==> config.mk <==
export PLATFORM = sky130hd
export DESIGN_NAME = button_pulse_conditioner
export DESIGN_NICKNAME = d
export VERILOG_FILES = /design/src/rtl/button_pulse_conditioner.sv
export SDC_FILE = /design/constraint.sdc
export NUM_CORES = 1
export LEC_CHECK = 0
export ABC_AREA = 1
export CORE_MARGIN = 1
export CORE_UTILIZATION = 30
export DETAILED_ROUTE_END_ITERATION = 7
export SLEW_MARGIN = 15
export SYNTH_ARGS = -nofsm -noshare
export SYNTH_HDL_FRONTEND = slang
export SYNTH_SLANG_ARGS = --single-unit
==> constraint.sdc <==
create_clock -name clk -period 1.9 [get_ports clk]
set_clock_uncertainty 0.1 [all_clocks]
set_input_delay 0.38 -clock clk [delete_from_list [all_inputs] [get_ports clk]]
set_output_delay 0.38 -clock clk [all_outputs]
set_load 0.02 [all_outputs]
==> src/rtl/button_pulse_conditioner.sv <==
// Button input stage with a two-flop synchroniser and a debounce FSM.
// It drives a registered one-cycle `pulse` per accepted press, with optional
// auto-repeat while the button is held, and a registered debounced `level`.
// Valid/ready does not apply here: `pulse` is a fire-and-forget strobe, and any
// consumer must sample it on the single cycle it is high.
module button_pulse_conditioner #(
    parameter int DEBOUNCE_CYCLES = 500000,
    parameter int REPEAT_EN       = 0,
    parameter int REPEAT_DELAY    = 25000000,
    parameter int REPEAT_PERIOD   = 5000000
) (
    input  logic clk,
    input  logic reset,
    input  logic btn_in,
    input  logic pulse_en,
    output logic pulse,
    output logic level
);

    // One counter width covers the debounce window and both repeat intervals.
    localparam int MAX_AB = (DEBOUNCE_CYCLES > REPEAT_DELAY) ? DEBOUNCE_CYCLES : REPEAT_DELAY;
    localparam int MAX_C  = (MAX_AB > REPEAT_PERIOD) ? MAX_AB : REPEAT_PERIOD;
    localparam int CW     = $clog2(MAX_C) + 1;

    localparam logic [CW-1:0] DEB_LAST    = CW'(DEBOUNCE_CYCLES - 1);
    localparam logic [CW-1:0] DELAY_LAST  = CW'(REPEAT_DELAY - 1);
    localparam logic [CW-1:0] PERIOD_LAST = CW'(REPEAT_PERIOD - 1);
    localparam logic [CW-1:0] CNT_ONE     = CW'(1);

    typedef enum logic [1:0] {
        S_IDLE         = 2'd0,
        S_PRESS_WAIT   = 2'd1,
        S_HELD         = 2'd2,
        S_RELEASE_WAIT = 2'd3
    } state_t;

    logic          s1_q, s1_d;
    logic          s2_q, s2_d;
    state_t        state_q, state_d;
    logic [CW-1:0] cnt_q, cnt_d;
    logic [CW-1:0] rep_cnt_q, rep_cnt_d;
    logic          first_q, first_d;
    logic          pulse_q, pulse_d;
    logic          level_q, level_d;
    logic          event_d;

    // Next-state logic. It handles the debounce windows, repeat timing and the
    // registered outputs. Each state change clears the debounce counter.
    always_comb begin
        s1_d      = btn_in;
        s2_d      = s1_q;
        state_d   = state_q;
        cnt_d     = cnt_q;
        rep_cnt_d = rep_cnt_q;
        first_d   = first_q;
        event_d   = 1'b0;

        case (state_q)
            S_IDLE: begin
                if (s2_q) begin
                    state_d = S_PRESS_WAIT;
                    cnt_d   = '0;
                end
            end
            S_PRESS_WAIT: begin
                if (!s2_q) begin
                    state_d = S_IDLE;
                    cnt_d   = '0;
                end else if (cnt_q == DEB_LAST) begin
                    state_d   = S_HELD;
                    cnt_d     = '0;
                    rep_cnt_d = '0;
                    first_d   = 1'b1;
                    event_d   = 1'b1;
                end else begin
                    cnt_d = cnt_q + CNT_ONE;
                end
            end
            S_HELD: begin
                if (!s2_q) begin
                    state_d = S_RELEASE_WAIT;
                    cnt_d   = '0;
                end else if (REPEAT_EN != 0) begin
                    if (rep_cnt_q == (first_q ? DELAY_LAST : PERIOD_LAST)) begin
                        rep_cnt_d = '0;
                        first_d   = 1'b0;
                        event_d   = 1'b1;
                    end else begin
                        rep_cnt_d = rep_cnt_q + CNT_ONE;
                    end
                end
            end
            S_RELEASE_WAIT: begin
                if (s2_q) begin
                    // A bounce back to high resumes the hold without a new press.
                    state_d   = S_HELD;
                    cnt_d     = '0;
                    rep_cnt_d = '0;
                    first_d   = 1'b1;
                end else if (cnt_q == DEB_LAST) begin
                    state_d = S_IDLE;
                    cnt_d   = '0;
                end else begin
                    cnt_d = cnt_q + CNT_ONE;
                end
            end
            default: begin
                state_d = S_IDLE;
                cnt_d   = '0;
            end
        endcase

        if (REPEAT_EN == 0) begin
            rep_cnt_d = '0;
        end

        // pulse_en gates only the strobe. The FSM and level ignore it.
        pulse_d = event_d & pulse_en;
        level_d = (state_d == S_HELD) || (state_d == S_RELEASE_WAIT);
    end

    // State, synchroniser and output registers with synchronous reset.
    always_ff @(posedge clk) begin
        if (reset) begin
            s1_q      <= 1'b0;
            s2_q      <= 1'b0;
            state_q   <= S_IDLE;
            cnt_q     <= '0;
            rep_cnt_q <= '0;
            first_q   <= 1'b0;
            pulse_q   <= 1'b0;
            level_q   <= 1'b0;
        end else begin
            s1_q      <= s1_d;
            s2_q      <= s2_d;
            state_q   <= state_d;
            cnt_q     <= cnt_d;
            rep_cnt_q <= rep_cnt_d;
            first_q   <= first_d;
            pulse_q   <= pulse_d;
            level_q   <= level_d;
        end
    end

    assign pulse = pulse_q;
    assign level = level_q;

endmodule

==> impl_metrics.tcl <==
set metrics [dict create \
    internal_power_uw 956 \
    synth_warnings 0 \
    clkPwrFrac_pct 42.1 \
    end_kind "register" \
    yosysTopAreaCell "dfxtp_1" \
    worst_pin_slew_ns 0.437 \
    cp-start-kind "register" \
    ys_top_cells_by_count "nand2_1, nor2_1, inv_1, dfxtp_1, nand3_1" \
    cts-root-buf "clkbuf_8" \
    ant_nets 0 \
    cts_setup_buffers 0 \
    synth_nets 292 \
    power_density_nw_per_um2 588 \
    fin_crit_ns 1.76 \
    cts_buffer_depth 2 \
    hp-class "reg2reg" \
    critPathRequiredTime_ns 2.02 \
    viasPerCell 4.68 \
    regArea_um2 621 \
    combPwrFrac_pct 4.7 \
    cts_buffers 5 \
    dr.first_iter.drc_count 113 \
    synthArstFlopShare_pct 0 \
    clk_pin_slew_ns 0.06 \
    die_width_um 80.0 \
    route.detailed.drc 0 \
    routedWlPerCell_um 11.9 \
    r2r-end "cnt_q[11]" \
    grt_max_degree 17 \
    synth_ff_type "dfxtp_1" \
    ir_worst_vdd_mv 0.475 \
    rows 28 \
    syn_to_final_growth_pct 14.7 \
    drive_gt1_share_pct 9.97 \
    status "completed" \
    p_leak_uw 0.000834 \
    switching_share_pct 22.3 \
    hold_viol 0 \
    holdPathEnd "s2_q" \
    start_util_pct 31.0 \
    finalCritPeriodShare_pct 92.9 \
    syn_inst 287 \
    hold_start "s1_q" \
    seq_area_frac_synth_pct 34.0 \
    placed_area_um2 1990 \
    num_io_pins 6 \
    switchingPower_uw 274 \
    place_congestion 0.874 \
    cts_tree "yes" \
    reg2reg_slack_ns 0.14 \
    nets 306 \
    yosysTopAreaCellShare_pct 34.0 \
    die_area_um2 6390 \
    grt_usage_pct 15.5 \
    grt_overflow 0 \
    antenna_found_initial 0 \
    fillerInstances 650 \
    critPathArrivalTime_ns 1.89 \
    synth_area_um2 1820 \
    max_freq_mhz 567 \
    timing.rr.start "cnt_q[5]" \
    rsz0062_at_grt "false" \
    cts.sinks 31 \
    diodes 0 \
    coreArea_um2 5890 \
    synth_edf_count 0 \
    relSlewSlack_pct 70.8 \
    critPathKind "reg2reg" \
    synth_cell_types 28 \
    critPathMaxFanout 5 \
    avgSynthCellArea_um2 6.35 \
    first_pass_iters 4 \
    clkLatencyLatePin_ns 0.28 \
    grt_pass1_vias 1671 \
    maxCapViolations 0 \
    dp_hpwl_um 3450 \
    r2r_cells 6 \
    grt_pass1_wl_um 7510 \
    multiInputGateArea_um2 1020 \
    min_path_cells 2 \
    portBuffers 5 \
    vias 1760 \
    setup_violations 0 \
    synth_area_leaders "dfxtp_1, nand2_1, nor2_1" \
    totalWireLength_um 4470 \
    slew_violations 0 \
    seq_power_share_pct 53.2 \
    die-height_um 80.0 \
    yosys_register_bits 31 \
    design_area_um2 2090 \
    setup_tns_ns 0 \
    htree_levels 2 \
    synth.most_common_cell "nand2_1" \
]
-- worst max-delay path: stages (launching register included) --
cell	delay, ns
dfxtp_1	0.46
nand2_2	0.12
nor3_1	0.30
nand3_1	0.25
o21ai_0	0.26
nand3_1	0.11
nor2_1	0.10
-- placed cells by master (no fill, tap or decap), drive strengths merged --
| cell type | count |
|---|---|
| nand4 | 11 |
| a21oi | 7 |
| nor3b | 1 |
| clkinv | 1 |
| o21ai | 9 |
| dfxtp | 31 |
| nand3 | 29 |
| o21a | 1 |
| inv | 43 |
| clkbuf | 6 |
| nor4 | 1 |
| buf | 7 |
| nor3 | 13 |
| dlymetal6s2s | 1 |
| xor2 | 6 |
| nand3b | 1 |
| xnor2 | 4 |
| clkdlybuf4s50 | 4 |
| ha | 1 |
| nand2 | 64 |
| nor2 | 60 |
-- registers in the layout, summed over array words and instances (netlist names) --
register / flops
state_q: 2
pulse: 1
cnt_q: 26
s1_q: 1
s2_q: 1
-- layer usage --
metal / vias up / global-route usage [%] / part of all wire, % / wire length [um]
met5: - / 0 / 0 / 0
met4: 0 / 6.25 / 1.9 / 84
met3: 8 / 2.51 / 3.5 / 157
met2: 33 / 26.2 / 46 / 2060
met1: 784 / 19.4 / 48 / 2160
li1: 935 / - / - / -
-- power groups by stage --
stage / Sequential (uW) / Combinational (uW) / Clock (uW)
2_1_floorplan: 669 / 39.7 / 0
3_3_place_gp: 669 / 55.7 / 0
3_5_place_dp: 669 / 56.3 / 0
4_1_cts: 654 / 56.6 / 530
5_1_grt: 654 / 62.8 / 569
6_report: 654 / 57.7 / 518
-- area by class of cell --
cell class	instances	area share, %
Clock buffer	6	3.95
Clock inverter	1	0.239
Inverter	43	7.72
Multi-Input combinational cell	208	48.9
Sequential cell	31	29.7
Tap cell	75	4.49
Timing Repair Buffer	12	5.03
-- through the flow --
stage	hold WS (ns)	setup slack (ns)	std cells	utilization, %	total power [uW]
2_1_floorplan	0.288	0.283	287	-	709
3_3_place_gp	0.289	0.122	369	33.8	724
3_5_place_dp	0.298	0.0343	369	33.8	725
4_1_cts	0.309	0.0124	376	35.3	1240
5_1_grt	0.326	0.0175	376	35.5	1290
6_report	0.307	0.135	376	35.5	1230
-- cell families after synthesis --
group | after synthesis | share of synthesized area (%)
and+or+nand+nor | 180 | 44.1
DFF | 31 | 34.0
buffers and inverters | 48 | 10.6
AOI/OAI and AO/OA | 17 | 5.42
adders and majority gates | 1 | 0.686
xor gates and xnor gates | 10 | 5.22
-- what timing repair did --
item | 4_1_cts | 5_1_grt
setup endpoints to repair | 0 | 21
hold buffers | 0 | 0
gates resized for setup | 0 | 6
-- how the worst max path moves through the flow --
stage	from	end	slack, ns
after floorplan	cnt_q[0]	cnt_q[12]	0.28
after global placement	cnt_q[5]	cnt_q[11]	0.12
after detailed placement	cnt_q[0]	cnt_q[19]	0.03
after CTS	cnt_q[0]	cnt_q[19]	0.01
after global routing	cnt_q[0]	cnt_q[14]	0.02
final	cnt_q[5]	cnt_q[11]	0.14
Power figures use the tool's default switching activity.
